[config.mk]
export PLATFORM = sky130hd
export DESIGN_NAME = pipelined_addsub
export DESIGN_NICKNAME = d
export VERILOG_FILES = /design/src/rtl/addsub_pkg.sv /design/src/rtl/addsub_chunk.sv /design/src/rtl/pipelined_addsub.sv
export SDC_FILE = /design/constraint.sdc
export NUM_CORES = 1
export LEC_CHECK = 0
export ABC_AREA = 1
export CAP_MARGIN = 20
export CORE_MARGIN = 8
export CORE_UTILIZATION = 60
export DETAILED_ROUTE_END_ITERATION = 7
export GPL_TIMING_DRIVEN = 0
export PLACE_DENSITY = 0.89
export SLEW_MARGIN = 20
export SYNTH_ARGS = -nofsm -noshare
export SYNTH_HDL_FRONTEND = slang
export SYNTH_SLANG_ARGS = --single-unit
export TNS_END_PERCENT = 10
[constraint.sdc]
create_clock -name clk -period 9.3 [get_ports clk]
set_clock_uncertainty 0.15 [all_clocks]
set_input_delay 1.86 -clock clk [delete_from_list [all_inputs] [get_ports clk]]
set_output_delay 1.86 -clock clk [all_outputs]
set_load 0.01 [all_outputs]
[src/rtl/addsub_pkg.sv]
// rtl/addsub_pkg.sv - shared geometry and saturation helpers for pipelined_addsub
//
// Contents:
//   MAX_W        widest operand the saturation helpers can describe
//   chunk_width  bits resolved per pipeline stage (W / STAGES)
//   geometry_ok  elaboration check: 1 <= STAGES <= W and W % STAGES == 0
//   sat_pos      most positive W-bit signed value, 0x7F..F (zero-extended to MAX_W)
//   sat_neg      most negative W-bit signed value, 0x80..0 (zero-extended to MAX_W)
package addsub_pkg;

  localparam int MAX_W = 1024;

  function automatic int chunk_width(input int w, input int stages);
    return w / stages;
  endfunction

  function automatic bit geometry_ok(input int w, input int stages);
    return (stages >= 1) && (stages <= w) && ((w % stages) == 0);
  endfunction

  function automatic logic [MAX_W-1:0] sat_pos(input int w);
    logic [MAX_W-1:0] v;
    v = '0;
    for (int i = 0; i < w - 1; i++) begin
      v[i] = 1'b1;
    end
    return v;
  endfunction

  function automatic logic [MAX_W-1:0] sat_neg(input int w);
    logic [MAX_W-1:0] v;
    v = '0;
    v[w-1] = 1'b1;
    return v;
  endfunction

endpackage

[src/rtl/addsub_chunk.sv]
// rtl/addsub_chunk.sv - combinational C-bit full-add slice
//
// Ports:
//   a, b   in  C  operand chunks (b already conditioned for subtract)
//   ci     in  1  carry into bit 0 of the chunk
//   s      out C  chunk sum
//   co     out 1  carry out of the chunk MSB
//   cmsb   out 1  carry into the chunk MSB (used for signed overflow)
module addsub_chunk #(
  parameter int C = 4
) (
  input  logic [C-1:0] a,
  input  logic [C-1:0] b,
  input  logic         ci,
  output logic [C-1:0] s,
  output logic         co,
  output logic         cmsb
);

  logic [C:0] full;

  assign full = {1'b0, a} + {1'b0, b} + {{C{1'b0}}, ci};
  assign s    = full[C-1:0];
  assign co   = full[C];
  // Sum bit = a ^ b ^ carry-in, so the carry into the MSB falls out of the sum.
  assign cmsb = full[C-1] ^ a[C-1] ^ b[C-1];

endmodule

[src/rtl/pipelined_addsub.sv]
// rtl/pipelined_addsub.sv - STAGES-deep pipelined W-bit two's-complement adder/subtractor
//
// Ports:
//   clk        in  1  rising-edge clock
//   rst        in  1  synchronous active-high reset
//   in_valid   in  1  operation offered
//   in_ready   out 1  operation accepted when in_valid && in_ready
//   a, b       in  W  operands
//   cin        in  1  carry-in (add) / not-borrow-in (sub)
//   sub        in  1  0: y = a + b + cin, 1: y = a + ~b + cin
//   out_valid  out 1  result present
//   out_ready  in  1  result taken when out_valid && out_ready
//   y          out W  result
//   cout       out 1  carry out of bit W-1
//   ovf        out 1  signed overflow
//
// Build option: define ADDSUB_SAT_EN to saturate y on signed overflow.
module pipelined_addsub
  import addsub_pkg::*;
#(
  parameter int W      = 16,
  parameter int STAGES = 4
) (
  input  logic         clk,
  input  logic         rst,
  input  logic         in_valid,
  output logic         in_ready,
  input  logic [W-1:0] a,
  input  logic [W-1:0] b,
  input  logic         cin,
  input  logic         sub,
  output logic         out_valid,
  input  logic         out_ready,
  output logic [W-1:0] y,
  output logic         cout,
  output logic         ovf
);

  localparam int C    = chunk_width(W, STAGES);
  localparam int LAST = STAGES - 1;

  if (!geometry_ok(W, STAGES)) begin : g_bad_geometry
    $error("pipelined_addsub: need 1 <= STAGES <= W and W a multiple of STAGES");
  end

  // Stage registers. r_sum holds only the chunks resolved so far (upper bits 0);
  // r_a/r_b keep the raw operands so later stages can pick their chunk.
  logic [STAGES-1:0] r_valid;
  logic              r_carry [STAGES];
  logic [W-1:0]      r_sum   [STAGES];
  logic [W-1:0]      r_a     [STAGES];
  logic [W-1:0]      r_b     [STAGES];
  logic              r_sub   [STAGES];
  logic              r_amsb  [STAGES];
  logic              r_cmsb  [STAGES];

  logic [STAGES-1:0] nxt_valid;
  logic              nxt_carry [STAGES];
  logic [W-1:0]      nxt_sum   [STAGES];
  logic [W-1:0]      nxt_a     [STAGES];
  logic [W-1:0]      nxt_b     [STAGES];
  logic              nxt_sub   [STAGES];
  logic              nxt_amsb  [STAGES];
  logic              nxt_cmsb  [STAGES];

  logic [STAGES-1:0] ld;

  for (genvar k = 0; k < STAGES; k++) begin : g_stage
    logic [W-1:0] pa, pb, psum;
    logic         psub, pci, pamsb, pcmsb, pvalid;
    logic [C-1:0] ca, cb, s;
    logic         co, cm;

    if (k == 0) begin : g_src_in
      assign pvalid = in_valid;
      assign pa     = a;
      assign pb     = b;
      assign psub   = sub;
      assign pci    = cin;
      assign psum   = '0;
      assign pamsb  = a[W-1];
      assign pcmsb  = 1'b0;
    end else begin : g_src_reg
      assign pvalid = r_valid[k-1];
      assign pa     = r_a[k-1];
      assign pb     = r_b[k-1];
      assign psub   = r_sub[k-1];
      assign pci    = r_carry[k-1];
      assign psum   = r_sum[k-1];
      assign pamsb  = r_amsb[k-1];
      assign pcmsb  = r_cmsb[k-1];
    end

    assign ca = pa[k*C +: C];
    assign cb = pb[k*C +: C] ^ {C{psub}};

    addsub_chunk #(.C(C)) u_chunk (
      .a    (ca),
      .b    (cb),
      .ci   (pci),
      .s    (s),
      .co   (co),
      .cmsb (cm)
    );

    assign nxt_valid[k] = pvalid;
    assign nxt_carry[k] = co;
    assign nxt_sum[k]   = psum | (W'(s) << (k * C));
    assign nxt_a[k]     = pa;
    assign nxt_b[k]     = pb;
    assign nxt_sub[k]   = psub;
    assign nxt_amsb[k]  = pamsb;
    // Only the top chunk contains bit W-1, so only it knows the carry into it.
    assign nxt_cmsb[k]  = (k == LAST) ? cm : pcmsb;
  end

  // Stage k can load if it is empty or its content moves on this cycle;
  // the ripple runs from out_ready back to stage 0 with no skid buffer.
  always_comb begin
    logic acc;
    ld  = '0;
    acc = out_ready;
    for (int k = STAGES - 1; k >= 0; k--) begin
      acc   = !r_valid[k] || acc;
      ld[k] = acc;
    end
  end

  always_ff @(posedge clk) begin
    if (rst) begin
      r_valid <= '0;
      for (int k = 0; k < STAGES; k++) begin
        r_carry[k] <= 1'b0;
        r_sum[k]   <= '0;
        r_a[k]     <= '0;
        r_b[k]     <= '0;
        r_sub[k]   <= 1'b0;
        r_amsb[k]  <= 1'b0;
        r_cmsb[k]  <= 1'b0;
      end
    end else begin
      for (int k = 0; k < STAGES; k++) begin
        if (ld[k]) begin
          r_valid[k] <= nxt_valid[k];
          // Data only moves with a real operation so idle stages stay quiet.
          if (nxt_valid[k]) begin
            r_carry[k] <= nxt_carry[k];
            r_sum[k]   <= nxt_sum[k];
            r_a[k]     <= nxt_a[k];
            r_b[k]     <= nxt_b[k];
            r_sub[k]   <= nxt_sub[k];
            r_amsb[k]  <= nxt_amsb[k];
            r_cmsb[k]  <= nxt_cmsb[k];
          end
        end
      end
    end
  end

  assign in_ready  = ld[0] && !rst;
  assign out_valid = r_valid[LAST];
  assign cout      = r_carry[LAST];
  assign ovf       = r_cmsb[LAST] ^ r_carry[LAST];

`ifdef ADDSUB_SAT_EN
  localparam logic [MAX_W-1:0] SAT_POS_FULL = sat_pos(W);
  localparam logic [MAX_W-1:0] SAT_NEG_FULL = sat_neg(W);
  localparam logic [W-1:0]     SAT_POS      = SAT_POS_FULL[W-1:0];
  localparam logic [W-1:0]     SAT_NEG      = SAT_NEG_FULL[W-1:0];

  // Overflow means both operands shared a[W-1]'s sign, so it picks the rail.
  assign y = ovf ? (r_amsb[LAST] ? SAT_NEG : SAT_POS) : r_sum[LAST];
`else
  assign y = r_sum[LAST];
`endif

endmodule

==> impl_results.md <==
* Run status: finished clean
* Most common cell in the synthesized netlist: inv_1
* Non-filler instance count after layout at 592
* GRT busiest layer: met2
* H-tree levels at 3
* Leakage power at 2.42 nW
* Hold Slack at 0.399 ns
* Fin Setup TNS at 0 ns
* Final HPWL DP at 4820 um
* Top cells by area, synth: edfxtp_1 61%, inv_1 8.6%, nor2_1 6.6%
* Net Switching at 215 uW
* Port Buffer Count at 56
* Post-CTS setup buffers at 0
* GRT Util Overall at 0.130
* Maximum clock rate at 0.188 GHz
* Sw Share at 0.235
* Startpoint Class: input port
* Initial antenna violation count at 0
* Gpl congestion at 0.776
* GR met2 Demand/Resource at 0.224
* Placed cells at 576
* Internal power at 699 uW
* Relative slew slack at 0.350
* Grt met1 use at 0.131
* Dominant cell type by area after synthesis: edfxtp_1
* Main synth FF type: edfxtp_1
* Post-CTS sizing at 0
* Routed Antenna Nets at 0
* #FFs+latches synth at 100
* RSZ-0062 raised after global routing: false
* Share of layout cells above drive strength 1 at 0.102
* Iteration-0 DRC count of the detailed router at 75
* Design Power at 913 uW
* Sequential share of power at 0.580
* Tcrit/Tclk final at 0.572
* Root Buffer: clkbuf_8
* CTS Hold Bufs at 0
* Clk buf depth at 2
* Ant diodes at 0
* Fin crit period at 5.32 ns
* First drt pass iteration count at 4
* Syn Nets at 475
* Worst-Margin Slew at 0.972 ns
* Combinational Power Share at 0.122
* Worst-Skew Late Latency at 0.36 ns
* Pin count of the biggest net entering global routing at 29
* Asr flop ratio synth at 0
* Via density at 4.51
* Drt wl/cell at 10.8 um
* Clock Sinks at 100
* Core area at 7650 um^2
* IO Pins at 58
* PwrDens at 162 nW/um^2
* CTS buffer count at 9
* Synth top area share at 0.614
* Sequential-to-total area share from yosys stat at 0.631
* Via count at 2,670
* EDFF count, synth at 96
* Area grow syn2layout at 19.8%
* FP Rows at 32
* CTS clk-pin slew, worst paths at 0.09 ns
* Die width at 104 um
* Die height at 104 um
* Syn_area_per_cell at 11.3 um^2
* Final hold vios at 0
* Final wirelength at 6400 um
* Routing usage on met3 at 0.0502
* Fill cells at 497
* HP Class: reg -> reg
* Worst vdd ir at 0.124 mV
* Final Max Slew Viols at 0
* Setup-failing EPs final at 0
* Synth cell count leaders: 107 x inv_1, 96 x edfxtp_1, 83 x nor2_1, 24 x nand2_1, 15 x xor2_1
* Crit-path max FO at 5
* WS Path Type: in -> out
* Library cells used by synthesis at 28
* Critical Path RT at 7.29 ns
* Vias in the first global route at 2,789
* Clock power share at 0.298
* Post-Synthesis Cells at 417
* Worst Setup End Kind: output pin
* Final net count at 543
* Synth warn at 0
* Max-Cap Viols at 0
* Grt total ovfl at 0
* Initial Util at 0.614
* First-pass GRT wire length at 11,600 um
* CTS tree: done
* Critical Path AT at 3.31 ns
* Die area at 10,900 um^2
* DRC viols at 0
* Mapped Area at 4690 um^2
## registers in the layout, indices dropped and copies added, names as in the netlist
register  count
r_valid       4
r_sum        40
r_sub         3
r_a          24
r_b          24
r_carry       4
r_cmsb        1
## final timing paths
check / from / end / slack, ns / cells after the start
worst max-delay path: out_ready / in_ready / 3.98 / 6
worst min-delay path: r_sum[0][41] / r_sum[0][57] / 0.40 / 2
worst max register to register: r_sub[0][1] / r_carry[2] / 7.11 / 9
worst min register to register: r_sum[0][41] / r_sum[0][57] / 0.40 / 2
## through the flow
stage | setup slack, ns | cell area, um^2 | utilization
after floorplan | 4.51 | 4690 | -
after global placement | 3.42 | 5380 | 0.704
after detailed placement | 3.97 | 5420 | 0.709
after CTS | 3.97 | 5620 | 0.735
after global routing | 3.93 | 5620 | 0.735
final | 3.98 | 5620 | 0.735
## cell type report
cell class	count	area, um^2	share of cell area
flip-flops and latches	100	2960	0.527
multi-input cells	197	1230	0.218
repair buffers	57	588	0.105
inverters	108	408	0.0725
well taps	102	128	0.0227
clock buffers	9	124	0.0220
plain buffers	12	109	0.0194
clock inverters	7	76.3	0.0136
## critical path: stages
cell	delay, ns
clkdlybuf4s50_1	0.44
nor2_4	0.19
nand4_2	0.14
inv_1	0.15
nor2_1	0.05
clkdlybuf4s50_1	0.48
## power groups by stage
stage               combinational [mW]  clock (mW)  sequential (mW)
global placement                 0.105           0            0.540
floorplan                       0.0686           0            0.541
global route                     0.126       0.292            0.533
CTS                              0.112       0.277            0.530
detailed placement               0.111           0            0.540
finish                           0.112       0.272            0.530
## cells by family (layout without fill, tap and decap cells)
kind of cell               after synthesis  after routing  share of synthesized area
DFF                                    100            100                      0.631
adders and majority gates               20             20                     0.0661
and+or+nand+nor                        138            138                      0.135
buffers and inverters                  120            193                      0.110
xor gates and xnor gates                18             18                     0.0336
AOI/OAI and AO/OA                       21             21                     0.0240
## per-layer routing
metal / wire [um] / share of wire / vias up
li1: - / - / 1426
met1: 2670 / 0.42 / 1174
met2: 3280 / 0.51 / 62
met3: 356 / 0.056 / 8
met4: 96 / 0.015 / 0
met5: 0 / 0 / -
## cell usage in the layout (no fill, tap or decap), drive strengths merged, types with 2 or more instances in the layout
cell type,synthesis,final
dfxtp,4,4
ha,12,12
a21oi,16,16
nand2,24,24
o21ai,5,5
clkinv,0,3
buf,11,12
fa,8,8
clkbuf,1,10
xor2,15,15
nor2,94,94
xnor2,3,3
nand3,14,14
nor3b,3,3
clkinvlp,0,2
clkdlybuf4s50,0,56
edfxtp,96,96
inv,108,109
No activity file was read; power rests on OpenSTA's default activity.
